## src/rtl/tm_mem_arbiter.sv

```systemverilog
// Arbiter sharing the single-port tape/state memory between the TM core sequencer and the host/debug port.
// Optional macro TM_ARB_ROUND_ROBIN_EN: round-robin arbitration in ARB instead of core priority with starvation override.
module tm_mem_arbiter #(
   parameter int DW         = 4,
   parameter int W          = 64,
   parameter int AW         = $clog2(W),
   parameter int STARVE_MAX = 4
) (
   input  logic          clock,
   input  logic          Reset,
   input  logic          core_req,
   input  logic          core_we,
   input  logic          core_lock,
   input  logic [AW-1:0] core_addr,
   input  logic [DW-1:0] core_wdata,
   output logic          core_gnt,
   output logic [DW-1:0] core_rdata,
   output logic          core_rvalid,
   input  logic          host_req,
   input  logic          host_we,
   input  logic [AW-1:0] host_addr,
   input  logic [DW-1:0] host_wdata,
   output logic          host_gnt,
   output logic [DW-1:0] host_rdata,
   output logic          host_rvalid,
   output logic          mem_re,
   output logic          mem_we,
   output logic [AW-1:0] mem_addr,
   output logic [DW-1:0] mem_wdata,
   input  logic [DW-1:0] mem_rdata,
   output logic          locked,
   output logic          host_starved
);

   typedef enum logic {ARB, LOCK} state_t;

   state_t        state_q, state_d;
   logic          arbMode;
   logic          coreRvalid_q, hostRvalid_q;
   logic [DW-1:0] coreRdata_q, hostRdata_q;

   // Dropping core_lock while in LOCK releases the memory in that same cycle.
   assign arbMode = (state_q == ARB) | ~core_lock;

`ifdef TM_ARB_ROUND_ROBIN_EN
   logic lastHost_q, lastHost_d;

   always_comb begin
      core_gnt = 1'b0;
      host_gnt = 1'b0;
      if (!arbMode) begin
         core_gnt = core_req;
      end else if (core_req && host_req) begin
         core_gnt = lastHost_q;
         host_gnt = ~lastHost_q;
      end else begin
         core_gnt = core_req;
         host_gnt = host_req;
      end
   end

   always_comb begin
      lastHost_d = lastHost_q;
      if (core_gnt) begin
         lastHost_d = 1'b0;
      end else if (host_gnt) begin
         lastHost_d = 1'b1;
      end
   end

   // Starting as "host last" lets the core win the first conflict after reset.
   always_ff @(posedge clock or posedge Reset) begin
      if (Reset) begin
         lastHost_q <= 1'b1;
      end else begin
         lastHost_q <= lastHost_d;
      end
   end

   assign host_starved = 1'b0;
`else
   logic [3:0] starveCnt_q, starveCnt_d;
   logic       starveHit;

   assign starveHit    = host_req & (starveCnt_q == 4'(STARVE_MAX));
   assign host_starved = starveHit;

   always_comb begin
      core_gnt = 1'b0;
      host_gnt = 1'b0;
      if (!arbMode) begin
         core_gnt = core_req;
      end else if (starveHit) begin
         host_gnt = 1'b1;
      end else if (core_req) begin
         core_gnt = 1'b1;
      end else if (host_req) begin
         host_gnt = 1'b1;
      end
   end

   // The count keeps running while locked so the host is forced in right after release.
   always_comb begin
      starveCnt_d = 4'd0;
      if (host_req && !host_gnt) begin
         if (starveCnt_q == 4'(STARVE_MAX)) begin
            starveCnt_d = starveCnt_q;
         end else begin
            starveCnt_d = starveCnt_q + 4'd1;
         end
      end
   end

   always_ff @(posedge clock or posedge Reset) begin
      if (Reset) begin
         starveCnt_q <= 4'd0;
      end else begin
         starveCnt_q <= starveCnt_d;
      end
   end
`endif

   always_comb begin
      mem_addr  = '0;
      mem_wdata = '0;
      if (core_gnt) begin
         mem_addr  = core_addr;
         mem_wdata = core_wdata;
      end else if (host_gnt) begin
         mem_addr  = host_addr;
         mem_wdata = host_wdata;
      end
   end

   assign mem_re = (core_gnt & ~core_we) | (host_gnt & ~host_we);
   assign mem_we = (core_gnt & core_we) | (host_gnt & host_we);

   always_comb begin
      state_d = state_q;
      case (state_q)
         ARB:     if (core_lock && core_gnt) state_d = LOCK;
         LOCK:    if (!core_lock) state_d = ARB;
         default: state_d = ARB;
      endcase
   end

   always_ff @(posedge clock or posedge Reset) begin
      if (Reset) begin
         state_q      <= ARB;
         coreRvalid_q <= 1'b0;
         hostRvalid_q <= 1'b0;
         coreRdata_q  <= '0;
         hostRdata_q  <= '0;
      end else begin
         state_q      <= state_d;
         coreRvalid_q <= core_gnt & ~core_we;
         hostRvalid_q <= host_gnt & ~host_we;
         if (core_gnt && !core_we) begin
            coreRdata_q <= mem_rdata;
         end
         if (host_gnt && !host_we) begin
            hostRdata_q <= mem_rdata;
         end
      end
   end

   assign core_rvalid = coreRvalid_q;
   assign core_rdata  = coreRdata_q;
   assign host_rvalid = hostRvalid_q;
   assign host_rdata  = hostRdata_q;
   assign locked      = (state_q == LOCK);

endmodule

```

## config.mk

```make
export PLATFORM = sky130hd
export DESIGN_NAME = tm_mem_arbiter
export DESIGN_NICKNAME = d
export VERILOG_FILES = /design/src/rtl/tm_mem_arbiter.sv
export SDC_FILE = /design/constraint.sdc
export NUM_CORES = 1
export LEC_CHECK = 0
export BUFFER_PORTS_ARGS = -buffer_cell sky130_fd_sc_hd__clkbuf_2
export CORE_MARGIN = 3
export CORE_UTILIZATION = 35
export DETAILED_ROUTE_END_ITERATION = 8
export PLACE_DENSITY = 0.7
export SYNTH_ARGS = -nofsm -noshare
export SYNTH_HDL_FRONTEND = slang
export SYNTH_SLANG_ARGS = --single-unit
```

## constraint.sdc

```tcl
create_clock -name clock -period 1.7 [get_ports clock]
set_input_delay 0.17 -clock clock [delete_from_list [all_inputs] [get_ports clock]]
set_output_delay 0.17 -clock clock [all_outputs]
set_load 0.005 [all_outputs]
```

# Word level (Yosys, flattened, before mapping)
# Index checks and enable logic that the tools add are counted.
[word_totals]
ff_bits = 15
out_inout_bits = 26
in_bits = 31
wordCells = 44
[op_classes]
n_eq_ne = 2
n_mux = 16
addsub = 1
bitwise_logic = 12
n_reduce_logical = 7
[ops]
columns = ["operator", "n"]
rows = [
  ["4-bit 2-to-1 mux", 4],
  ["6-bit 2-to-1 mux", 2],
  ["1-bit 2-to-1 mux", 9],
  ["1-bit bitwise AND", 5],
  ["4-bit by 1-bit adder with 4-bit output, second input constant", 1],
  ["4-bit by 3-bit equality test with 1-bit output, second input constant", 1],
  ["1-bit logical AND", 4],
  ["1-bit NOT", 4],
  ["1-bit zero test", 3],
  ["1-bit bitwise OR", 3],
  ["2-bit inequality test, second input constant", 1],
  ["1-bit one-hot mux with 2 select lines", 1],
]

# Depth between registers and ports, before layout
[logic_depth]
ltp_word = 7
mapped_depth = 7
depth_no_buf = 5

# Worst setup path before layout
# OpenSTA, ideal clock, no wires.
[synth_path]
path_kind = "reg-to-output"
startpoint = "register starveCnt_q[0]"
endpoint = "output mem_addr[0]"
t_arrival_ns = 1.494
path_stages_with_launch = 8
t_required_ns = 1.530
n_path_buf = 2
slack_ns = 0.036
path_cell_list = "dfrtp_1 inv_1 ha_1 and3b_1 buf_2 a21boi_1 buf_4 a22o_1"
[synth_via]
word_cells_on_any_way = 8
classes_between = "eq/ne: 1; mux: 6; bitwise: 1"
[synth_rtl]
columns = ["element", "line_no", "source"]
rows = [
  ["start, declared", "82", "logic [3:0] starveCnt_q, starveCnt_d;"],
  ["start signal, assigned", "118", "starveCnt_q <= starveCnt_d;"],
  ["4-bit by 3-bit equality test with 1-bit output", "85", "assign starveHit = host_req & (starveCnt_q == 4'(STARVE_MAX));"],
  ["1-bit bitwise AND", "85", ""],
  ["1-bit 2-to-1 mux", "93", "end else if (starveHit) begin"],
  ["1-bit 2-to-1 mux", "91", "if (!arbMode) begin"],
  ["via core_gnt", "16", "output logic core_gnt,"],
  ["6-bit 2-to-1 mux", "126", "if (core_gnt) begin"],
  ["end, declared", "28", "output logic [AW-1:0] mem_addr,"],
]
# The timed path passes the listed nets, and every way through them passes these cells.

# Final worst setup path
[layout_path]
startpoint = "register starveCnt_q[0]"
endpoint = "output mem_we"
[layout_via]
elab_chain_cells = 6
word_cells_on_any_way = 9
classes_between = "eq/ne: 1; mux: 4; bitwise: 4"
[layout_rtl]
columns = ["element", "line_no", "source"]
rows = [
  ["4-bit by 3-bit equality test with 1-bit output *", "85", ""],
  ["1-bit bitwise AND *", "85", ""],
  ["1-bit 2-to-1 mux", "93", ""],
  ["1-bit 2-to-1 mux", "91", ""],
  ["1-bit bitwise AND", "136", "assign mem_we = (core_gnt & core_we) | (host_gnt & host_we);"],
  ["1-bit bitwise OR *", "136", ""],
  ["end, declared", "27", "output logic mem_we,"],
]
# Every way passes the cells marked *; elsewhere a longest branch is shown, timed or not.

==> key figures <==
Layout
  • Fraction of layout cells with a size suffix above 1: 0.662
  • N_diodes: 0
  • Most common cell after layout, fill and taps aside: clkbuf_2
  • Area Overhead vs Synth: 68.1%
  • # fillers: 191
  • Final Net Count: 179
  • Most frequent cells in the layout: clkbuf_2 (46), dfrtp_1 (15), a22o_1 (11)
  • Register area: 375 sq um
  • Final core utilization: 0.632
  • Multi-input gate area: 524 sq um

CTS
  • Clk_lat worst skew: 280 ps
  • H-tree level count: 1
  • Clock sinks: 15
  • CTS tree: built
  • Num CTS Buffers: 3
  • Worst-path clk slew: 80 ps
  • CTS root buf: clkbuf_4
  • Clock Path Buffers: 2

STA
  • Slew @ Worst Pin: 558 ps
  • Setup TNS: -1820 ps
  • Clk_skew: 1.86 ps
  • PnR worst setup slack: -177 ps
  • Final setup viols: 16
  • Final Critical Period: 1880 ps
  • Final worst-path cycle share: 1.10
  • Fmax: 533 MHz
  • Final Max Tran Viols: 0
  • Slew margin rel.: 0.628
  • RSZ-0062 raised after global routing: true
  • Final hold vios: 0

Drt
  • DRC Markers: 0
  • DR vias/cell: 4.85
  • Routed WL: 2520 um
  • Via count: 839
  • Wire per inst: 14.5 um
  • Routed Antenna Nets: 0
  • First drt pass iteration count: 4
  • Initial drt markers: 8

Global route
  • GR Util All Layers: 0.159
  • Grt ovf: 0
  • Number of global-route vias before repair: 767
  • Initial antenna violation count: 0
  • Largest net degree at the start of global routing: 16
  • First-pass GRT wire length: 3480 um

Min path
  • Hold endpoint: host_rdata[1]
  • Hold_sp: mem_rdata[1]
  • Hold Path Class: input port to register
  • Hold Path Depth: 2

Power
  • P per Cell Area: 648 nW/um^2
  • Worst VDD drop: 0.676 mV
  • LEAKAGE: 0.755 nW
  • Final Total Pwr: 0.000922 W

Synth
  • FFs w/ async S/R, synth: 1.00
  • Post-synth EDFFs: 0
  • Synth Flop Type: dfrtp_1
  • Cell Area, Synth: 847 sq um
  • Synth Net Count: 104
  • Syn avg cell area: 11.9 sq um
  • Cell count after synthesis: 71
  • Synth Register Bits: 15
  • Register area share after synthesis: 0.443
  • Yosys warning count: 0
  • Post-synth cell types: 29

Placed design
  • Detail Placement HPWL: 1750 um
  • Gp weighted congestion: 0.756
  • Port-buffer cells: 56

Worst setup path
  • Slowest stage delay, CP: 390 ps
  • Crit-path cells: inv_2, ha_4, buf_6, nand3b_4, a21oi_4, buf_6, a22o_1, buf_2
  • CP most frequent cell: buf_6
  • RR Endpoint: host_rdata[2]
  • Crit path DAT: 1710 ps
  • Max Fanout on Critical Path: 6
  • Reg2Reg Setup Slack: -10 ps
  • Startpoint class of the critical path: register
  • Reg2Reg Launch Point: starveCnt_q[0]
  • Element type at the critical path end: output port
  • Critical path required time: 1530 ps
  • CP Class: register to output port
  • Reg2reg path depth: 7
  • CP max-delay cell: dfrtp_1

Die
  • # rows: 17
  • Die X: 55.2 um
  • I/O pin cnt: 57
  • Die area: 3050 sq um
  • Die height: 55.2 um
  • Starting Density: 0.376
  • Core area: 2250 sq um

Outcome
  • Failing checks: setup timing
  • Outcome: complete, but fails checks

Run
  • Max-Cap Viols: 0
-- through the flow --
stage | setup WS, ps | area, sq um | instances | hold slack [ps]
floorplan | 35.9 | 847 | 71 | 71.5
global placement | -158 | 1200 | 159 | 211
detailed placement | -217 | 1200 | 159 | 239
CTS | -139 | 1350 | 172 | 126
global route | -249 | 1420 | 173 | 131
finish | -177 | 1420 | 173 | 135
-- state kept, by name, summed over array words and instances (netlist names) --
register and cells:
host_rdata 4, starveCnt_q 4, locked 1, core_rvalid 1, host_rvalid 1, core_rdata 4
-- worst max-delay path by stage --
stage	endpoint	slack, ps	depth (start not counted)	start
after global placement	mem_addr[1]	-160	6	starveCnt_q[0]
after detailed placement	mem_addr[2]	-220	6	starveCnt_q[0]
after floorplan	mem_addr[0]	40	7	starveCnt_q[0]
after global routing	mem_we	-250	8	starveCnt_q[0]
after CTS	mem_addr[2]	-140	8	starveCnt_q[0]
final	mem_we	-180	8	starveCnt_q[0]
-- worst max-delay path: cells and delay by family, from the launching register on --
kind | cells | cell delay (ps)
fa+ha+maj | 1 | 140
compound gates | 2 | 330
simple gates | 1 | 110
buf+inv | 4 | 460
flops | 1 | 390
-- logic make-up after synthesis --
family                     Yosys count  share of synthesized area
AOI/OAI and AO/OA                   25                      0.260
DFF                                 15                      0.443
and+or+nand+nor                     12                      0.100
muxes                                9                      0.118
buffers and inverters                7                     0.0384
adders and majority gates            2                     0.0295
xor gates and xnor gates             1                     0.0103
-- where the power goes --
| part | total (W) | leakage (nW) | switching, W | internal (W) |
|---|---|---|---|---|
| registers | 0.000422 | 0.188 | 0.0000234 | 0.000399 |
| clock network | 0.000199 | 0.0150 | 0.000108 | 0.0000911 |
| logic | 0.000301 | 0.552 | 0.000120 | 0.000181 |
| total | 0.000922 | 0.755 | 0.000252 | 0.000670 |
-- timing repair --
action,CTS,global route
endpoints found under the setup margin,19,23
resized for setup,16,24
hold buffers,1,0
gates cloned,2,0
buffers inserted,6,2
endpoints found under the hold margin,15,0
pin swaps,12,1
-- synth_stat cells (2+ instances only) --
cell      count  area (sq um)
mux2_2        8          90.1
o211ai_1      2          15.0
ha_1          2          25.0
inv_1         4          15.0
a21boi_1      2          15.0
dfrtp_1      15           375
buf_2         2          10.0
nand3_1       3          15.0
a22o_1       11          96.3
a21boi_0      3          22.5
-- routing by layer --
layer / track usage / wire, um / up-vias
met5: 0 / 0 / -
met3: 0.0322 / 79 / 4
met1: 0.214 / 1050 / 402
li1: - / - / 415
met4: 0.0243 / 41 / 0
met2: 0.268 / 1350 / 18
-- area by class of cell --
class	count	share of cell area
Clock buffer	4	0.0185
Inverter	4	0.0105
Multi-Input combinational cell	50	0.368
Sequential cell	15	0.264
Tap cell	28	0.0246
Timing Repair Buffer	72	0.315
Note: power is estimated with default switching activity, not from simulation.
